## src/rtl/vending_controller_p.sv

```systemverilog
// -----------------------------------------------------------------------------
// vending_controller_p
//   Card-gated vending controller. The user enters a two-digit item code, stock
//   is checked, payment is authorised, and the dispense door handshake is run.
//   Per-item stock counters are restocked on RELOAD, and a saturating counter
//   records the number of completed sales.
//
//   Optional feature macro: VM_CARD_CANCEL_EN
//     defined   : CARD_IN low in DIGIT1/DIGIT2/VALIDATE/AUTH aborts to IDLE
//                 with no flags and no stock, COST or SALES_CNT update.
//     undefined : CARD_IN is only looked at in IDLE.
//
// Ports
//   CLK         in   1        system clock, rising edge
//   RESET       in   1        asynchronous active-high reset
//   CARD_IN     in   1        card present; starts a transaction from IDLE
//   VALID_TRAN  in   1        payment authorised
//   ITEM_CODE   in   4        keypad digit, qualified by KEY_PRESS
//   KEY_PRESS   in   1        one-cycle keypad strobe
//   DOOR_OPEN   in   1        dispense door open
//   RELOAD      in   1        restock request (honoured only from IDLE)
//   VEND        out  1        item released (OPEN and CLOSE)
//   INVALID_SEL out  1        one-cycle pulse: bad, timed-out or sold-out pick
//   FAILED_TRAN out  1        one-cycle pulse: authorisation timed out
//   COST        out  COST_W   price band of the selected item
//   SOLD_OUT    out  1        selected item had zero stock
//   SALES_CNT   out  CNT_W    completed vends, saturating at all-ones
// -----------------------------------------------------------------------------
module vending_controller_p #(
  parameter int NUM_ITEMS       = 20,
  parameter int STOCK_W         = 4,
  parameter int RELOAD_QTY      = 10,
  parameter int TIMEOUT         = 5,
  parameter int ITEMS_PER_PRICE = 4,
  parameter int COST_W          = 3,
  parameter int CNT_W           = 16
) (
  input  logic              CLK,
  input  logic              RESET,
  input  logic              CARD_IN,
  input  logic              VALID_TRAN,
  input  logic [3:0]        ITEM_CODE,
  input  logic              KEY_PRESS,
  input  logic              DOOR_OPEN,
  input  logic              RELOAD,
  output logic              VEND,
  output logic              INVALID_SEL,
  output logic              FAILED_TRAN,
  output logic [COST_W-1:0] COST,
  output logic              SOLD_OUT,
  output logic [CNT_W-1:0]  SALES_CNT
);

  localparam int                IDX_W    = (NUM_ITEMS > 1) ? $clog2(NUM_ITEMS) : 1;
  localparam logic [3:0]        TENS_MAX = 4'((NUM_ITEMS - 1) / 10);
  localparam logic [7:0]        TMO_LAST = 8'(TIMEOUT - 1);
  localparam logic [COST_W-1:0] COST_MAX = {COST_W{1'b1}};
  localparam logic [CNT_W-1:0]  CNT_MAX  = {CNT_W{1'b1}};

  typedef enum logic [3:0] {
    S_IDLE     = 4'd0,
    S_RELOAD   = 4'd1,
    S_DIGIT1   = 4'd2,
    S_DIGIT2   = 4'd3,
    S_VALIDATE = 4'd4,
    S_AUTH     = 4'd5,
    S_OPEN     = 4'd6,
    S_CLOSE    = 4'd7,
    S_INVALID  = 4'd8,
    S_FAIL     = 4'd9
  } state_t;

  state_t             state_q, state_d;
  logic [7:0]         timer_q, timer_d;
  logic [3:0]         tens_q, tens_d;
  logic [IDX_W-1:0]   item_q, item_d;
  logic [STOCK_W-1:0] stock_q [NUM_ITEMS];

  logic               vend_q, vend_d;
  logic               invalid_q, invalid_d;
  logic               failed_q, failed_d;
  logic [COST_W-1:0]  cost_q, cost_d;
  logic               sold_out_q, sold_out_d;
  logic [CNT_W-1:0]   sales_q, sales_d;

  logic               cancel;
  logic               expired;
  logic [6:0]         code_sum;
  logic               vend_start;
  logic [STOCK_W-1:0] stock_sel;
  int                 cost_band;

`ifdef VM_CARD_CANCEL_EN
  assign cancel = ~CARD_IN;
`else
  assign cancel = 1'b0;
`endif

  // Timer holds the number of cycles already spent in the current state, so
  // the TIMEOUT-th cycle is the one where it reads TIMEOUT-1.
  assign expired    = (timer_q == TMO_LAST);
  assign code_sum   = 7'(tens_q) * 7'd10 + 7'(ITEM_CODE);
  assign stock_sel  = stock_q[item_q];
  assign vend_start = (state_q == S_AUTH) && (state_d == S_OPEN);

  // State register and transaction context
  always_ff @(posedge CLK or posedge RESET) begin
    if (RESET) begin
      state_q <= S_IDLE;
      timer_q <= 8'd0;
      tens_q  <= 4'd0;
      item_q  <= '0;
    end else begin
      state_q <= state_d;
      timer_q <= timer_d;
      tens_q  <= tens_d;
      item_q  <= item_d;
    end
  end

  // Next-state logic; a sampled event always beats an expiring timer
  always_comb begin
    state_d = state_q;
    tens_d  = tens_q;
    item_d  = item_q;
    case (state_q)
      S_IDLE: begin
        if (RELOAD)       state_d = S_RELOAD;
        else if (CARD_IN) state_d = S_DIGIT1;
        else              state_d = S_IDLE;
      end
      S_RELOAD: begin
        if (!RELOAD) state_d = S_IDLE;
        else         state_d = S_RELOAD;
      end
      S_DIGIT1: begin
        if (cancel) begin
          state_d = S_IDLE;
        end else if (KEY_PRESS) begin
          if (ITEM_CODE <= TENS_MAX) begin
            tens_d  = ITEM_CODE;
            state_d = S_DIGIT2;
          end else begin
            state_d = S_INVALID;
          end
        end else if (expired) begin
          state_d = S_INVALID;
        end else begin
          state_d = S_DIGIT1;
        end
      end
      S_DIGIT2: begin
        if (cancel) begin
          state_d = S_IDLE;
        end else if (KEY_PRESS) begin
          if ((ITEM_CODE <= 4'd9) && (code_sum < 7'(NUM_ITEMS))) begin
            item_d  = IDX_W'(code_sum);
            state_d = S_VALIDATE;
          end else begin
            state_d = S_INVALID;
          end
        end else if (expired) begin
          state_d = S_INVALID;
        end else begin
          state_d = S_DIGIT2;
        end
      end
      S_VALIDATE: begin
        if (cancel)                        state_d = S_IDLE;
        else if (stock_sel == STOCK_W'(0)) state_d = S_INVALID;
        else                               state_d = S_AUTH;
      end
      S_AUTH: begin
        if (cancel)          state_d = S_IDLE;
        else if (VALID_TRAN) state_d = S_OPEN;
        else if (expired)    state_d = S_FAIL;
        else                 state_d = S_AUTH;
      end
      S_OPEN: begin
        if (DOOR_OPEN)    state_d = S_CLOSE;
        else if (expired) state_d = S_IDLE;
        else              state_d = S_OPEN;
      end
      S_CLOSE: begin
        if (!DOOR_OPEN) state_d = S_IDLE;
        else            state_d = S_CLOSE;
      end
      S_INVALID: state_d = S_IDLE;
      S_FAIL:    state_d = S_IDLE;
      default:   state_d = S_IDLE;
    endcase
    // Any state change restarts the timer; only the timed states look at it.
    if (state_d == state_q) timer_d = timer_q + 8'd1;
    else                    timer_d = 8'd0;
  end

  // Output logic: registered outputs are computed from the upcoming state so
  // they line up with the state they describe.
  always_comb begin
    cost_band = int'(item_q) / ITEMS_PER_PRICE + 1;
    if (cost_band > int'(COST_MAX)) cost_band = int'(COST_MAX);

    vend_d     = (state_d == S_OPEN) || (state_d == S_CLOSE);
    invalid_d  = (state_d == S_INVALID);
    failed_d   = (state_d == S_FAIL);
    sold_out_d = (state_q == S_VALIDATE) && (state_d == S_INVALID);

    if (state_d == S_IDLE || state_d == S_RELOAD) cost_d = '0;
    else if (state_q != S_AUTH && state_d == S_AUTH) cost_d = COST_W'(cost_band);
    else cost_d = cost_q;

    if (vend_start && (sales_q != CNT_MAX)) sales_d = sales_q + CNT_W'(1);
    else                                    sales_d = sales_q;
  end

  // Output registers
  always_ff @(posedge CLK or posedge RESET) begin
    if (RESET) begin
      vend_q     <= 1'b0;
      invalid_q  <= 1'b0;
      failed_q   <= 1'b0;
      cost_q     <= '0;
      sold_out_q <= 1'b0;
      sales_q    <= '0;
    end else begin
      vend_q     <= vend_d;
      invalid_q  <= invalid_d;
      failed_q   <= failed_d;
      cost_q     <= cost_d;
      sold_out_q <= sold_out_d;
      sales_q    <= sales_d;
    end
  end

  // Stock array: bulk restock while in RELOAD, single decrement on payment
  always_ff @(posedge CLK or posedge RESET) begin
    if (RESET) begin
      for (int i = 0; i < NUM_ITEMS; i++) stock_q[i] <= '0;
    end else if (state_q == S_RELOAD) begin
      for (int i = 0; i < NUM_ITEMS; i++) stock_q[i] <= STOCK_W'(RELOAD_QTY);
    end else if (vend_start) begin
      stock_q[item_q] <= stock_q[item_q] - STOCK_W'(1);
    end
  end

  assign VEND        = vend_q;
  assign INVALID_SEL = invalid_q;
  assign FAILED_TRAN = failed_q;
  assign COST        = cost_q;
  assign SOLD_OUT    = sold_out_q;
  assign SALES_CNT   = sales_q;

endmodule

```

## config.mk

```make
export PLATFORM = sky130hd
export DESIGN_NAME = vending_controller_p
export DESIGN_NICKNAME = d
export VERILOG_FILES = /design/src/rtl/vending_controller_p.sv
export SDC_FILE = /design/constraint.sdc
export NUM_CORES = 1
export LEC_CHECK = 0
export ABC_AREA = 1
export BUFFER_PORTS_ARGS = -buffer_cell sky130_fd_sc_hd__buf_2
export CAP_MARGIN = 10
export CORE_MARGIN = 1
export CORE_UTILIZATION = 35
export CTS_BUF_LIST = sky130_fd_sc_hd__clkbuf_8
export DETAILED_ROUTE_END_ITERATION = 7
export PLACE_DENSITY = 0.51
export SYNTH_ARGS = -nofsm -noshare
export SYNTH_HDL_FRONTEND = slang
export SYNTH_SLANG_ARGS = --single-unit
export TNS_END_PERCENT = 100
```

## constraint.sdc

```tcl
create_clock -name CLK -period 11.6 [get_ports CLK]
set_input_delay 2.32 -clock CLK [delete_from_list [all_inputs] [get_ports CLK]]
set_output_delay 2.32 -clock CLK [all_outputs]
set_load 0.05 [all_outputs]
```

==> results.yml, run 1 <==
yosys:
  yosys.area_share.simple_pct: 28.2
  synth_xor_area_share_pct: 3.07
  synth_nets: 858
  synth.distinct_cells: 38
  synth-compound-area-share_pct: 10.4
  synth_top_family_by_area: "simple AND/OR/NAND/NOR gates"
  synth_cells: 833
  ys_seq_area_share_pct: 47.2
  synth_fa_ha_area_share_pct: 2.89
  ys_warn_count: 0
  synth_mux_area_share_pct: 0
  synth_area_mm2: 0.00657
  syn_area_per_cell_um2: 7.89
  ys_ff_latch: 124
setup_path:
  critPathLaunch: "ITEM_CODE[1]"
  crit_arrival_ns: 4.31
  crit_path_end_kind: "register"
  timing.rr.start: "item_q[1]"
  crit_required_ns: 11.99
  crit_path_start_kind: "primary input"
  critPathKind: "primary input to register"
  worstPathMaxFanout: 8
clock_network:
  cts_resized: 0
  cts_sinks: 124
  post_cts.repair.setup_buffers: 0
  cts-buffers-inserted: 17
  cts_buffer_depth: 2
  h-tree-depth: 4
  cts_tree: "built"
  clockRootBuffer: "clkbuf_8"
  path_clk_slew_ns: 0.08
  cts_hold_buf: 0
  clk_latency_ns: 0.45
timing:
  slew_violations: 0
  fmax_mhz: 254
  hold_viol: 0
  setup_viol: 0
  fin_crit_ns: 3.93
  worst_slew_pin_slew_ns: 1.15
  skew_ns: 0.0108
  rsz0062_at_grt: "no"
  finalSetupTns_ns: 0
  relSlewSlack_pct: 23.1
  min_period_over_period_pct: 33.9
grt:
  grt_pass1_vias: 5255
  grt_usage_pct: 18.9
  grt.overflow.total: 0
  antenna_found_initial: 0
  grt_max_degree: 73
  grt_first_pass_wirelength_um: 28200
routing:
  drc_errors: 0
  antenna_left: 0
  viasPerCell: 4.90
  via_count: 5425
  drt_first_pass_iters: 5
  first_iter_violations: 329
  routed_wl_um: 17000
  post_drt_wl_per_cell_um: 15.4
place:
  dp_hpwl_um: 11400
  dp_cells: 1076
  port_buffers: 33
  gp_congestion: 0.808
  post_dp_cell_area_mm2: 0.00691
cells_and_area:
  diodes: 0
  nets: 891
  final_cells: 1108
  area_delta_synth_final_pct: 11.1
  drive_gt1_share_pct: 12.5
  final_area_mm2: 0.00730
outcome:
  status: "complete, no violations"
floorplan:
  ios: 34
  start_util_pct: 36.1
  die_area_mm2: 0.0193
  core-area_mm2: 0.0182
  dieHeight_um: 139
  rows: 49
  die_x_um: 139
flow_run:
  maxCapViolCount: 0
pwr:
  power_density_mw_per_mm2: 261
  power.share.clock_pct: 20.3
  p_int_mw: 0.992
  vdd_ir_drop_max_mv: 0.105
  combPwrFrac_pct: 47.6
  p_sw_mw: 0.909
  switching_share_pct: 47.8
  p_seq_share_pct: 32.2
  p_leak_nw: 3.65
min_path:
  hp-class: "register to register"
  worstHoldStart: "timer_q[0]"
final timing paths:
path	slack, ns	to	cells past startpoint
min	0.48	timer_q[0]	1
max	7.67	timer_q[6]	14
min reg2reg	0.48	timer_q[0]	1
max in group asynchronous	8.25	stock_q[78]	3
min in group asynchronous	1.97	SOLD_OUT	2
max reg2reg	7.91	stock_q[46]	11
per-stage QoR:
stage               util [%]  setup WS, ns  hold WS [ns]  power (mW)
CTS                     40.1          7.67         0.482        1.91
global route            40.1          7.39         0.499        2.06
floorplan                  -          5.98         0.442        1.30
global placement        38.0          7.21         0.466        1.52
detailed placement      38.0          7.19         0.466        1.52
finish                  40.1          7.67         0.478        1.90
cell usage after synthesis:
cell | count | area, um^2
nand2_1 | 252 | 946
nand3_1 | 28 | 140
o21ai_1 | 1 | 5.00
or2_2 | 1 | 6.26
nand2_8 | 1 | 20.0
a21oi_1 | 49 | 245
nor2_2 | 15 | 93.8
buf_6 | 6 | 67.6
inv_1 | 96 | 360
nand4_1 | 10 | 62.6
o21ai_0 | 36 | 180
o21ai_2 | 1 | 8.76
inv_2 | 5 | 18.8
xnor2_1 | 11 | 96.3
and3_1 | 1 | 6.26
nand3_2 | 1 | 10.0
buf_4 | 4 | 30.0
nor3_2 | 1 | 10.0
nor2_1 | 83 | 312
xor2_1 | 12 | 105
nand3b_1 | 4 | 30.0
ha_1 | 12 | 150
nand2_2 | 4 | 25.0
o22ai_1 | 29 | 181
a211oi_1 | 1 | 7.51
nand2_4 | 4 | 45.0
fa_1 | 2 | 40.0
nor4_1 | 1 | 6.26
nor3_1 | 12 | 60.1
inv_4 | 1 | 6.26
a22oi_2 | 2 | 25.0
a22oi_1 | 4 | 30.0
dfrtp_1 | 124 | 3100
buf_2 | 6 | 30.0
nor2_8 | 1 | 20.0
clkbuf_1 | 8 | 30.0
nand3_4 | 2 | 35.0
nor2_4 | 2 | 22.5
cell type report:
| cell class | count | area, um^2 |
|---|---|---|
| fillers | 1910 | 10900 |
| flip-flops and latches | 124 | 3100 |
| multi-input cells | 583 | 2930 |
| inverters | 102 | 388 |
| well taps | 229 | 287 |
| clock buffers | 19 | 262 |
| repair buffers | 38 | 203 |
| clock inverters | 13 | 126 |
cells in the final DEF, fill, tap and decap left out, types with 10 or more instances in the layout:
master / netlist / layout
o21ai_0: 36 / 36
nor2_1: 83 / 83
nand3_1: 28 / 28
buf_2: 6 / 33
inv_1: 96 / 98
nor3_1: 12 / 11
nor2_2: 15 / 15
dfrtp_1: 124 / 124
o22ai_1: 29 / 29
clkbuf_8: 0 / 19
a21oi_1: 49 / 49
xor2_1: 12 / 12
nand2_1: 252 / 252
ha_1: 12 / 12
xnor2_1: 11 / 11
nand4_1: 10 / 10
critical path: stages:
cell	delay (ns)
buf_2	0.09
ha_1	0.18
inv_1	0.07
fa_1	0.39
nand3b_1	0.19
nand3_1	0.08
nand2_1	0.05
nor2_1	0.07
nand3_1	0.10
a21oi_1	0.21
nand2_2	0.12
nor2_2	0.14
nand3_4	0.17
nor2_2	0.12
state kept, by name, indices dropped and copies added, names as in the netlist:
| signal | flops |
|---|---|
| SOLD_OUT | 1 |
| INVALID_SEL | 1 |
| SALES_CNT | 16 |
| COST | 3 |
| item_q | 5 |
| FAILED_TRAN | 1 |
| VEND | 1 |
| tens_q | 4 |
| stock_q | 80 |
| state_q | 4 |
| timer_q | 8 |
logic make-up (layout without fill, tap and decap cells):
family / Yosys count / count (layout)
DFF: 124 / 124
AOI/OAI and AO/OA: 123 / 123
buffers and inverters: 126 / 172
adders and majority gates: 14 / 14
and+or+nand+nor: 423 / 423
xor gates and xnor gates: 23 / 23
power groups by stage:
| stage | Combinational (mW) | Sequential, mW | Clock [mW] |
|---|---|---|---|
| 2_1_floorplan | 0.701 | 0.596 | 0 |
| 3_3_place_gp | 0.899 | 0.620 | 0 |
| 3_5_place_dp | 0.904 | 0.618 | 0 |
| 4_1_cts | 0.907 | 0.612 | 0.394 |
| 5_1_grt | 1.02 | 0.625 | 0.413 |
| 6_report | 0.904 | 0.612 | 0.385 |
layer usage:
metal  wire, um  global-route usage (%)  vias up
li1           -                       -     2734
met1       8640                    27.2     2580
met2       7570                    28.6       99
met3        624                    4.11       12
met4        186                    5.26        0
met5          0                       0        -
No activity file was read; power rests on OpenSTA's default activity.
==> run 2, diff against run 1 <==
--- a/config.mk
+++ b/config.mk
@@ -12,7 +12,7 @@
 export CORE_UTILIZATION = 35
 export CTS_BUF_LIST = sky130_fd_sc_hd__clkbuf_8
 export DETAILED_ROUTE_END_ITERATION = 7
-export PLACE_DENSITY = 0.51
+export PLACE_DENSITY = 0.52
 export SYNTH_ARGS = -nofsm -noshare
 export SYNTH_HDL_FRONTEND = slang
 export SYNTH_SLANG_ARGS = --single-unit
==> constraint.sdc (replaced) <==
create_clock -name CLK -period 3.5 [get_ports CLK]
set_input_delay 0.7 -clock CLK [delete_from_list [all_inputs] [get_ports CLK]]
set_output_delay 0.7 -clock CLK [all_outputs]
set_load 0.05 [all_outputs]
==> run 2 against run 1 <==
Against the previous run: cell count up 1.2%; flip-flop and latch count unchanged; global-route usage down 0.12 points; count of clock-buffer cells in the layout down 2; sequential power grew to 3.3 times the previous value; clock power rose to 3.4 times the previous value; power rose to 3.4 times the previous value; critical path type is now register to register; critical endpoint is now stock_q[6]; highest routed layer unchanged.
==> results.yml, run 2 (synthesized netlist as in run 1, its figures left out) <==
timing:
  hold_viol: 0
  worst_slew_pin_slew_ns: 0.980
  fin_crit_ns: 2.99
  fmax_mhz: 335
  holdWs_ns: 0.446
  skew_ns: 0.0147
  rsz0062_at_grt: "no"
  setup_viol: 0
  slew_violations: 0
  relSlewSlack_pct: 34.5
  finalSetupTns_ns: 0
  min_period_over_period_pct: 85.3
pwr:
  power_density_mw_per_mm2: 861
  p_total_mw: 6.41
  vdd_ir_drop_max_mv: 0.307
  p_leak_nw: 3.71
grt:
  grt_use_met2_pct: 29.5
  grt_pass1_vias: 5425
  antenna_found_initial: 0
  use_met1_pct: 26.4
  top_usage_layer: "met2"
  grt_first_pass_wirelength_um: 28100
  grt_max_degree: 44
  grt_usage_pct: 18.8
  grtUsageMet3_pct: 3.76
  grt.overflow.total: 0
floorplan:
  die_area_mm2: 0.0193
  dieHeight_um: 139
  rows: 49
  die_x_um: 139
  start_util_pct: 36.1
  ios: 34
  core-area_mm2: 0.0182
setup_path:
  reg2reg_depth: 11
  crit_required_ns: 3.87
  crit_slowest_cell: "dfrtp_1"
  crit_arrival_ns: 3.35
  cp_common_cell: "o21ai_0"
  critPathKind: "register to register"
  crit_chain: "inv_4 -> nand2_2 -> o22ai_1 -> o21ai_0 -> nand3_1 -> nor2_2 -> ha_1 -> xnor2_1 -> nand2_1 -> buf_4 -> o21ai_0"
  crit_family: "simple AND/OR/NAND/NOR gates"
  cp_num_buf_inv: 2
  timing.rr.start: "item_q[1]"
  max_stage_delay_ns: 0.66
  critPathLaunch: "item_q[1]"
  rrSetupSlack_ns: 0.51
  crit_cells: 11
  reg2reg_to: "stock_q[6]"
  crit_path_start_kind: "register"
  crit_path_end_kind: "register"
  crit_end: "stock_q[6]"
  worstPathMaxFanout: 12
place:
  gp_congestion: 0.839
  port_buffers: 33
  post_dp_cell_area_mm2: 0.00704
  dp_hpwl_um: 12200
cells_and_area:
  area_delta_synth_final_pct: 13.2
  largest_reg_flops: 80
  diodes: 0
  final_area_mm2: 0.00744
  mostFrequentLayoutCells: "nand2_1 (252), dfrtp_1 (124), inv_1 (95), nor2_1 (83), a21oi_1 (49)"
  layout_commonest_cell: "nand2_1"
  utilization_pct: 40.8
  largest_register: "stock_q"
  drive_gt1_share_pct: 14.1
  nets: 905
routing:
  via_count: 5428
  post_drt_wl_per_cell_um: 15.0
  antenna_left: 0
  drt_first_pass_iters: 5
  drc_errors: 0
  viasPerCell: 4.84
  routed_wl_um: 16800
  first_iter_violations: 273
clock_network:
  cts_resized: 0
  clockRootBuffer: "clkbuf_8"
  cts_tree: "built"
  cts-buffers-inserted: 17
  clk_latency_ns: 0.46
  cts_hold_buf: 0
  post_cts.repair.setup_buffers: 0
  h-tree-depth: 4
  cts_buffer_depth: 2
  cts_sinks: 124
  path_clk_slew_ns: 0.09
min_path:
  hp-class: "primary input to asynchronous set/reset pin"
flow_run:
  maxCapViolCount: 0
outcome:
  status: "complete, no violations"
run 2: power by group:
group	leakage [nW]	switching [mW]	internal, mW
Combinational	1.94	2.12	0.970
Sequential	1.58	0.274	1.75
Clock	0.190	0.648	0.642
run 2: metal layers:
metal	vias to the layer above	share of wire, %
met4	0	1.0
met5	-	0
met3	15	4.1
met2	98	45
li1	2748	-
met1	2567	50
run 2: final cells by class:
| type | instances | area, um^2 |
|---|---|---|
| fillers | 1927 | 10800 |
| flip-flops and latches | 124 | 3100 |
| multi-input cells | 583 | 2930 |
| inverters | 102 | 389 |
| repair buffers | 52 | 333 |
| well taps | 229 | 287 |
| clock buffers | 17 | 234 |
| clock inverters | 14 | 161 |
run 2: per-stage QoR:
| stage | setup WS, ns | std cells |
|---|---|---|
| detailed placement | 0.509 | 1090 |
| finish | 0.514 | 1121 |
| global route | 0.214 | 1121 |
| global placement | 0.600 | 1090 |
| CTS | 0.491 | 1121 |
| floorplan | 1.04 | 833 |
run 2: how the worst min path moves through the flow:
stage / to / slack, ns
floorplan: timer_q[0] / 0.44
global placement: stock_q[39] / 0.47
detailed placement: timer_q[0] / 0.46
CTS: SALES_CNT[3] / 0.47
global route: tens_q[0] / 0.49
finish: SALES_CNT[6] / 0.45
